[src/rtl/cpu_control_pkg.sv]
// -----------------------------------------------------------------------------
// cpu_control_pkg
// Shared constants and types for the multicycle RISC-V main control FSM:
//   - the four supported opcode values (lw, sw, R-type, beq)
//   - the FSM state enum (4-bit encoding, unused codes recover to FETCH)
//   - ALUOp and ALUSrcB encodings driven onto the datapath
//   - a packed bundle of every control output, plus small decode helpers
// -----------------------------------------------------------------------------
package cpu_control_pkg;

  // Opcode field values, instruction[6:0]
  localparam logic [6:0] OP_LW    = 7'b0000011;
  localparam logic [6:0] OP_SW    = 7'b0100011;
  localparam logic [6:0] OP_RTYPE = 7'b0110011;
  localparam logic [6:0] OP_BEQ   = 7'b1100011;

  // Control FSM states. Codes 4'd9..4'd15 are unused and must never persist.
  typedef enum logic [3:0] {
    FETCH    = 4'd0,
    DECODE   = 4'd1,
    MEMADR   = 4'd2,
    MEMREAD  = 4'd3,
    MEMWB    = 4'd4,
    MEMWRITE = 4'd5,
    EXECUTE  = 4'd6,
    RTYPE_WB = 4'd7,
    BRANCH   = 4'd8
  } state_e;

  // ALU operation requested from the ALU decoder
  typedef enum logic [1:0] {
    ALUOP_ADD   = 2'b00,
    ALUOP_SUB   = 2'b01,
    ALUOP_FUNCT = 2'b10
  } aluop_e;

  // Second ALU operand select
  typedef enum logic [1:0] {
    SRCB_REG  = 2'b00,
    SRCB_FOUR = 2'b01,
    SRCB_IMM  = 2'b10,
    SRCB_BOFF = 2'b11
  } srcb_e;

  // Every control line driven to the datapath, in one bundle so the
  // output decode can start from an all-zero default.
  typedef struct packed {
    logic       mem_read;
    logic       alu_src_a;
    logic       i_or_d;
    logic       ir_write;
    logic [1:0] alu_src_b;
    logic [1:0] alu_op;
    logic       pc_write;
    logic       pc_source;
    logic       mem_to_reg;
    logic       reg_write;
    logic       reg_dst;
    logic       mem_write;
    logic       pc_write_cond;
  } ctrl_t;

  localparam ctrl_t CTRL_IDLE = '{
    mem_read:      1'b0,
    alu_src_a:     1'b0,
    i_or_d:        1'b0,
    ir_write:      1'b0,
    alu_src_b:     2'b00,
    alu_op:        2'b00,
    pc_write:      1'b0,
    pc_source:     1'b0,
    mem_to_reg:    1'b0,
    reg_write:     1'b0,
    reg_dst:       1'b0,
    mem_write:     1'b0,
    pc_write_cond: 1'b0
  };

  // True for the opcodes that go through the address-calculation state
  function automatic logic is_mem_op(input logic [6:0] op);
    return (op == OP_LW) || (op == OP_SW);
  endfunction

  // Next state out of DECODE for a given opcode; unsupported opcodes
  // are no-ops and go straight back to FETCH.
  function automatic state_e decode_next(input logic [6:0] op);
    state_e nxt;
    if (is_mem_op(op)) begin
      nxt = MEMADR;
    end else if (op == OP_RTYPE) begin
      nxt = EXECUTE;
    end else if (op == OP_BEQ) begin
      nxt = BRANCH;
    end else begin
      nxt = FETCH;
    end
    return nxt;
  endfunction

endpackage

[src/rtl/cpu_control.sv]
// -----------------------------------------------------------------------------
// cpu_control
// Multicycle RISC-V main control FSM (lw, sw, R-type, beq). One state per
// clock; outputs are a Moore decode of the state register and are all forced
// to 0 while rst is high.
//
// Ports
//   clk          in   system clock, rising edge
//   rst          in   synchronous active-high reset (-> FETCH)
//   OPCode[6:0]  in   instruction[6:0] from the IR, sampled leaving DECODE/MEMADR
//   MemRead      out  memory read enable
//   ALUSrcA      out  0=PC, 1=register A
//   IorD         out  memory address: 0=PC, 1=ALUOut
//   IRWrite      out  instruction register load
//   ALUSrcB[1:0] out  00=B, 01=4, 10=imm, 11=branch offset imm
//   ALUOp[1:0]   out  00=add, 01=sub/compare, 10=funct
//   PCWrite      out  unconditional PC load
//   PCSource     out  0=ALU result, 1=ALUOut
//   MemToReg     out  0=ALUOut, 1=MDR
//   RegWrite     out  register file write enable
//   RegDst       out  0=lw rd path, 1=R-type rd path
//   MemWrite     out  memory write enable
//   PCWriteCond  out  PC load qualified by ALU zero
// -----------------------------------------------------------------------------
module cpu_control
  import cpu_control_pkg::*;
(
  input  logic       clk,
  input  logic       rst,
  input  logic [6:0] OPCode,
  output logic       MemRead,
  output logic       ALUSrcA,
  output logic       IorD,
  output logic       IRWrite,
  output logic [1:0] ALUSrcB,
  output logic [1:0] ALUOp,
  output logic       PCWrite,
  output logic       PCSource,
  output logic       MemToReg,
  output logic       RegWrite,
  output logic       RegDst,
  output logic       MemWrite,
  output logic       PCWriteCond
);

  state_e state_q;
  state_e state_d;
  ctrl_t  ctrl_s;

  // State register with synchronous reset to FETCH
  always_ff @(posedge clk) begin
    if (rst) begin
      state_q <= FETCH;
    end else begin
      state_q <= state_d;
    end
  end

  // Next-state logic; OPCode is only consulted leaving DECODE and MEMADR
  always_comb begin
    state_d = FETCH;
    case (state_q)
      FETCH:    state_d = DECODE;
      DECODE:   state_d = decode_next(OPCode);
      MEMADR: begin
        // The IR is stable, but guard against anything other than lw/sw
        // so the FSM can never stall in an address state.
        if (OPCode == OP_LW) begin
          state_d = MEMREAD;
        end else if (OPCode == OP_SW) begin
          state_d = MEMWRITE;
        end else begin
          state_d = FETCH;
        end
      end
      MEMREAD:  state_d = MEMWB;
      MEMWB:    state_d = FETCH;
      MEMWRITE: state_d = FETCH;
      EXECUTE:  state_d = RTYPE_WB;
      RTYPE_WB: state_d = FETCH;
      BRANCH:   state_d = FETCH;
      default:  state_d = FETCH;  // unused encodings recover
    endcase
  end

  // Moore output decode; reset overrides the state so the datapath sees
  // no enables while rst is held, even before the first clock edge.
  always_comb begin
    ctrl_s = CTRL_IDLE;
    if (rst) begin
      ctrl_s = CTRL_IDLE;
    end else begin
      case (state_q)
        FETCH: begin
          ctrl_s.mem_read  = 1'b1;
          ctrl_s.i_or_d    = 1'b0;
          ctrl_s.ir_write  = 1'b1;
          ctrl_s.alu_src_a = 1'b0;
          ctrl_s.alu_src_b = SRCB_FOUR;
          ctrl_s.alu_op    = ALUOP_ADD;
          ctrl_s.pc_write  = 1'b1;
          ctrl_s.pc_source = 1'b0;
        end
        DECODE: begin
          // Speculatively compute the branch target into ALUOut
          ctrl_s.alu_src_a = 1'b0;
          ctrl_s.alu_src_b = SRCB_BOFF;
          ctrl_s.alu_op    = ALUOP_ADD;
        end
        MEMADR: begin
          ctrl_s.alu_src_a = 1'b1;
          ctrl_s.alu_src_b = SRCB_IMM;
          ctrl_s.alu_op    = ALUOP_ADD;
        end
        MEMREAD: begin
          ctrl_s.mem_read = 1'b1;
          ctrl_s.i_or_d   = 1'b1;
        end
        MEMWB: begin
          ctrl_s.reg_write  = 1'b1;
          ctrl_s.mem_to_reg = 1'b1;
          ctrl_s.reg_dst    = 1'b0;
        end
        MEMWRITE: begin
          ctrl_s.mem_write = 1'b1;
          ctrl_s.i_or_d    = 1'b1;
        end
        EXECUTE: begin
          ctrl_s.alu_src_a = 1'b1;
          ctrl_s.alu_src_b = SRCB_REG;
          ctrl_s.alu_op    = ALUOP_FUNCT;
        end
        RTYPE_WB: begin
          ctrl_s.reg_write  = 1'b1;
          ctrl_s.reg_dst    = 1'b1;
          ctrl_s.mem_to_reg = 1'b0;
        end
        BRANCH: begin
          ctrl_s.alu_src_a     = 1'b1;
          ctrl_s.alu_src_b     = SRCB_REG;
          ctrl_s.alu_op        = ALUOP_SUB;
          ctrl_s.pc_write_cond = 1'b1;
          ctrl_s.pc_source     = 1'b1;
        end
        default: begin
          ctrl_s = CTRL_IDLE;
        end
      endcase
    end
  end

  assign MemRead     = ctrl_s.mem_read;
  assign ALUSrcA     = ctrl_s.alu_src_a;
  assign IorD        = ctrl_s.i_or_d;
  assign IRWrite     = ctrl_s.ir_write;
  assign ALUSrcB     = ctrl_s.alu_src_b;
  assign ALUOp       = ctrl_s.alu_op;
  assign PCWrite     = ctrl_s.pc_write;
  assign PCSource    = ctrl_s.pc_source;
  assign MemToReg    = ctrl_s.mem_to_reg;
  assign RegWrite    = ctrl_s.reg_write;
  assign RegDst      = ctrl_s.reg_dst;
  assign MemWrite    = ctrl_s.mem_write;
  assign PCWriteCond = ctrl_s.pc_write_cond;

endmodule

[config.mk]
export PLATFORM = sky130hd
export DESIGN_NAME = cpu_control
export DESIGN_NICKNAME = d
export VERILOG_FILES = /design/src/rtl/cpu_control_pkg.sv /design/src/rtl/cpu_control.sv
export SDC_FILE = /design/constraint.sdc
export NUM_CORES = 1
export LEC_CHECK = 0
export ABC_AREA = 1
export CORE_MARGIN = 2
export CORE_UTILIZATION = 30
export CTS_CLUSTER_SIZE = 8
export DETAILED_ROUTE_END_ITERATION = 8
export HOLD_SLACK_MARGIN = 0.08
export PLACE_DENSITY = 0.68
export SYNTH_ARGS = -nofsm -noshare
export SYNTH_HDL_FRONTEND = slang
export SYNTH_SLANG_ARGS = --single-unit
[constraint.sdc]
create_clock -name clk -period 2.3 [get_ports clk]
set_input_delay 0.46 -clock clk [delete_from_list [all_inputs] [get_ports clk]]
set_output_delay 0.46 -clock clk [all_outputs]
set_load 0.01 [all_outputs]
* After elaboration in Yosys (flattened, before gate mapping)
Index checks and enable logic that the tools add are counted.
Word-level totals: register bits after elaboration 4, bits of input ports 9, output and inout port bits 15, logic and storage cells 33
Cells by class: eq/ne operators 12, multiplexer cells 15, reduce and logical (&&, ||, !) cells 5
Operator list (number):
- case mux 4 bit (5 select lines) | 2
- equality test 4 x 3 -> 1 bit, second input constant | 4
- two-way mux 15 bit | 1
- equality test 7 x 6 -> 1 bit, second input constant | 2
- two-way mux 4 bit | 3
- equality test 4 x 2 -> 1 bit, second input constant | 2
- equality test 7 x 2 -> 1 bit, second input constant | 1
- equality test 7 bit, second input constant | 1
- two-way mux 1 bit | 6
- two-way mux 3 bit | 2
- case mux 3 bit (2 select lines) | 1
- equality test 4 x 1 -> 1 bit, second input constant | 1
- equality test 4 bit, second input constant | 1
- logical NOT 4 bit | 1
- OR reduction 2 bit | 2
- OR reduction 3 bit | 1
- logical OR 1 bit | 1

* Logic depth before layout (Yosys ltp)
depth after elaboration 5, gate-level depth with buffers 8, mapped depth without buffers 8

* Worst setup path before layout
Ideal clock, no wire load.
kind input to output, from in rst, to out IorD, data arrival time 1065 ps, required time 1840 ps, path slack 775 ps, cell stages on the path 4, cell sequence buf_4 inv_1 nand2_1 o22ai_1
Between the ends: cells in the longest elaborated chain, start to end 1
Ends and longest elaborated chain:
- start: declaration | line cpu_control.sv:29 | input logic rst,
- two-way mux 15 bit | line cpu_control.sv:90 | if (rst) begin
- end: declaration | line cpu_control.sv:33 | output logic IorD,
Every way passes these cells.

* Final worst setup path
from in rst, to out ALUSrcB[0]
Between the ends: cells in the longest elaborated chain, start to end 1
Ends and longest elaborated chain:
- two-way mux 15 bit | line cpu_control.sv:90
- end: declaration | line cpu_control.sv:35 | output logic [1:0] ALUSrcB,
Every way passes these cells.

==> reports/results.tsv <==
stage	metric	value	unit
sta	worst_pin_slew	0.2239	ns
global_route	overflow	0	
clocking	cts_tree	done	
layout	regMostFlops	state_q	
sta	setup_viol	0	
die	die_area	0.001634	mm^2
layout	top_regs	state_q x4	
detailed_routing	wl_per_cell	8.814	um
detailed_routing	ant_nets	0	
synth	synth.area.mux_share	0	
die	io_pins	24	
sta	setup-tns-final	0	ns
synth	synth_commonest_cells	inv_1, nand2_1, nor2_1	
synth	ys_warn_count	0	
sta	hold_slack	0.6321	ns
run	drv_cap	0	
synth	ys_ff_latch	4	
pwr	leakage	0.3514	nW
global_route	grt_pass1_wl	1.711	mm
clocking	numCtsBuffers	3	
synth	ys_seq_area_frac	0.2013	
synth	synth_top_family_by_area	simple AND/OR/NAND/NOR gates	
hold_path	whs_path_depth	3	
detailed_routing	via_per_inst	4.513	
worst_setup_path	worstPathMaxFanout	9	
synth	syn_inst	73	
die	die_w	40.42	um
sta	maxSlewHeadroom	0.8502	
global_route	grt_pass1_vias	442	
sta	clock_skew	0.002600	ns
synth	yosys.area.top_type_share	0.2013	
layout	n_antenna_cell	0	
detailed_routing	drc	0	
pwr	p_int	0.0001596	W
sta	timing.fmax	448.3	MHz
layout	nets	109	
worst_setup_path	r2r_slack	1.30	ns
layout	drive_gt1_frac	0.1224	
worst_setup_path	cp.arrival	1.77	ns
synth	synth_fa_ha_area_frac	0	
global_route	grtUsageMet2	0.2817	
clocking	clockBufferDepth	2	
detailed_routing	drtIter0Drc	10	
pwr	switching_share	0.2406	
synth	synth-edff-count	0	
pwr	switchingPower	0.00005055	W
die	core	0.001269	mm^2
sta	final-hold-violation-count	0	
synth	synthArstFlopShare	0	
synth	yosys.area_share.simple	0.4811	
layout	area_delta_synth_final	67.92	%
pwr	power_frac_comb	0.264	
placed_design	io_buffer_count	23	
worst_setup_path	r2r_start	state_q[0]	
clocking	htreeDepth	1	
worst_setup_path	cp-end-kind	output port	
synth	syn_area	397.9	um^2
clocking	cts_sinks	4	
global_route	grt_max_degree	10	
die	die_y	40.42	um
sta	slew_violations	0	
synth	yosys.area.top_type	dfxtp_1	
synth	avgSynthCellArea	5.450	um^2
worst_setup_path	reg2reg_to	state_q[2]	
detailed_routing	drt_wl_total	996	um
worst_setup_path	crit_type	in -> out	
global_route	grt_usage	0.1542	
synth	synth-compound-area-share	0.1101	
sta	rsz0062_at_grt	false	
layout	largest_register_ffs	4	
hold_path	hold_path.class	reg -> reg	
die	initial_core_util	0.3136	
clocking	cts-root-buf	clkbuf_4	
synth	synth_cell_types	15	
sta	setup_ws	0.06941	ns
synth	synth.net_count	82	
hold_path	hold_path_end	state_q[0]	
detailed_routing	firstDrtPassIters	4	
worst_setup_path	cp_data_required_time	1.84	ns
pwr	p_clk_frac	0.390	
placed_design	dp_slack	-0.0006207	ns
clocking	clk_pin_slew_worst_paths	0.03	ns
global_route	grt_use_met1	0.1732	
sta	final.period_utilization	0.9698	
worst_setup_path	cp-start-kind	primary input	
layout	final_util	0.5266	
synth	synth-xor-area-share	0	
die	row_count	13	
worst_setup_path	r2r_cells	7	
pwr	powerDensity	314.5	mW/mm^2
synth	synthFlopType	dfxtp_1	
placed_design	routabilityCongestion	0.7838	
pwr	seqPwrFrac	0.346	
placed_design	hpwl	876.5	um
global_route	grtUsageMet3	0.06667	
clocking	insertion_delay	0.23	ns
status	outcome	finished, final reports clean	
synth	synthTopCellsByArea	dfxtp_1, inv_1, nand2_1	
global_route	top_usage_layer	met2	
pwr	peakVddDrop	0.2407	mV
global_route	antenna_found_initial	0	
hold_path	holdCritStartpoint	state_q[2]	
sta	fin_crit	2.231	ns
detailed_routing	via_count	510	
metrics by stage:
| stage | instances | instance area [um^2] | total power, W |
|---|---|---|---|
| 2_1_floorplan | 73 | 397.9 | 0.00009930 |
| 6_report | 113 | 668.1 | 0.0002101 |
| 5_1_grt | 113 | 668.1 | 0.0002267 |
| 3_3_place_gp | 110 | 639.4 | 0.0001289 |
| 3_5_place_dp | 110 | 639.4 | 0.0001291 |
| 4_1_cts | 113 | 660.6 | 0.0002146 |
area by class of cell:
type	instances	area (um^2)
flip-flops and latches	4	80.08
inverters	16	60.06
well taps	15	18.77
multi-input cells	50	237.7
repair buffers	25	249.0
clock buffers	3	22.52
fillers	149	600.6
layout by cell type, fill, tap and decap left out:
cell type / n
inv_2: 1
nor2_1: 14
inv_1: 15
dfxtp_1: 4
clkdlybuf4s50_1: 20
nand2_1: 14
dlymetal6s2s_1: 2
nand2_2: 2
clkbuf_4: 3
dlygate4sd2_1: 1
a21oi_1: 5
nor3_1: 2
nor2_4: 1
buf_4: 2
o22ai_1: 1
nand3_1: 6
nor4_2: 1
nor2_2: 2
a31oi_1: 2
cells by family after synthesis:
family,count (synthesis)
DFF,4
buffers and inverters,19
and+or+nand+nor,42
AOI/OAI and AO/OA,8
critical path: stages:
cell,delay [ns]
clkdlybuf4s50_1,0.41
buf_4,0.17
nor3_1,0.17
clkdlybuf4s50_1,0.56
worst max path at each step:
stage	cells after the start	slack, ns	start	endpoint
5_1_grt	4	0.02	rst	PCSource
6_report	4	0.07	rst	ALUSrcB[0]
4_1_cts	5	0.04	rst	RegWrite
3_5_place_dp	5	-0.0006	rst	IorD
3_3_place_gp	5	0.06	rst	IorD
2_1_floorplan	4	0.77	rst	IorD
layer usage:
| metal | routed length [um] | up-vias | part of all wire |
|---|---|---|---|
| met3 | 75 | 0 | 0.075 |
| met2 | 500 | 19 | 0.50 |
| met4 | 0 | 0 | 0 |
| met5 | 0 | - | 0 |
| met1 | 420 | 216 | 0.42 |
| li1 | - | 275 | - |
power by group through the flow:
stage	combinational [W]	sequential (W)	clock, W
finish	0.0000554	0.0000727	0.0000820
global route	0.0000613	0.0000731	0.0000923
CTS	0.0000555	0.0000728	0.0000863
detailed placement	0.0000553	0.0000738	0
global placement	0.0000552	0.0000737	0
floorplan	0.0000259	0.0000734	0
repair_timing:
action,4_1_cts,5_1_grt
hold buffers,0,0
setup endpoints to repair,1,4
gates resized for setup,1,3
buffers inserted,0,0
gates cloned,0,0
(Power assumes the default switching activity.)
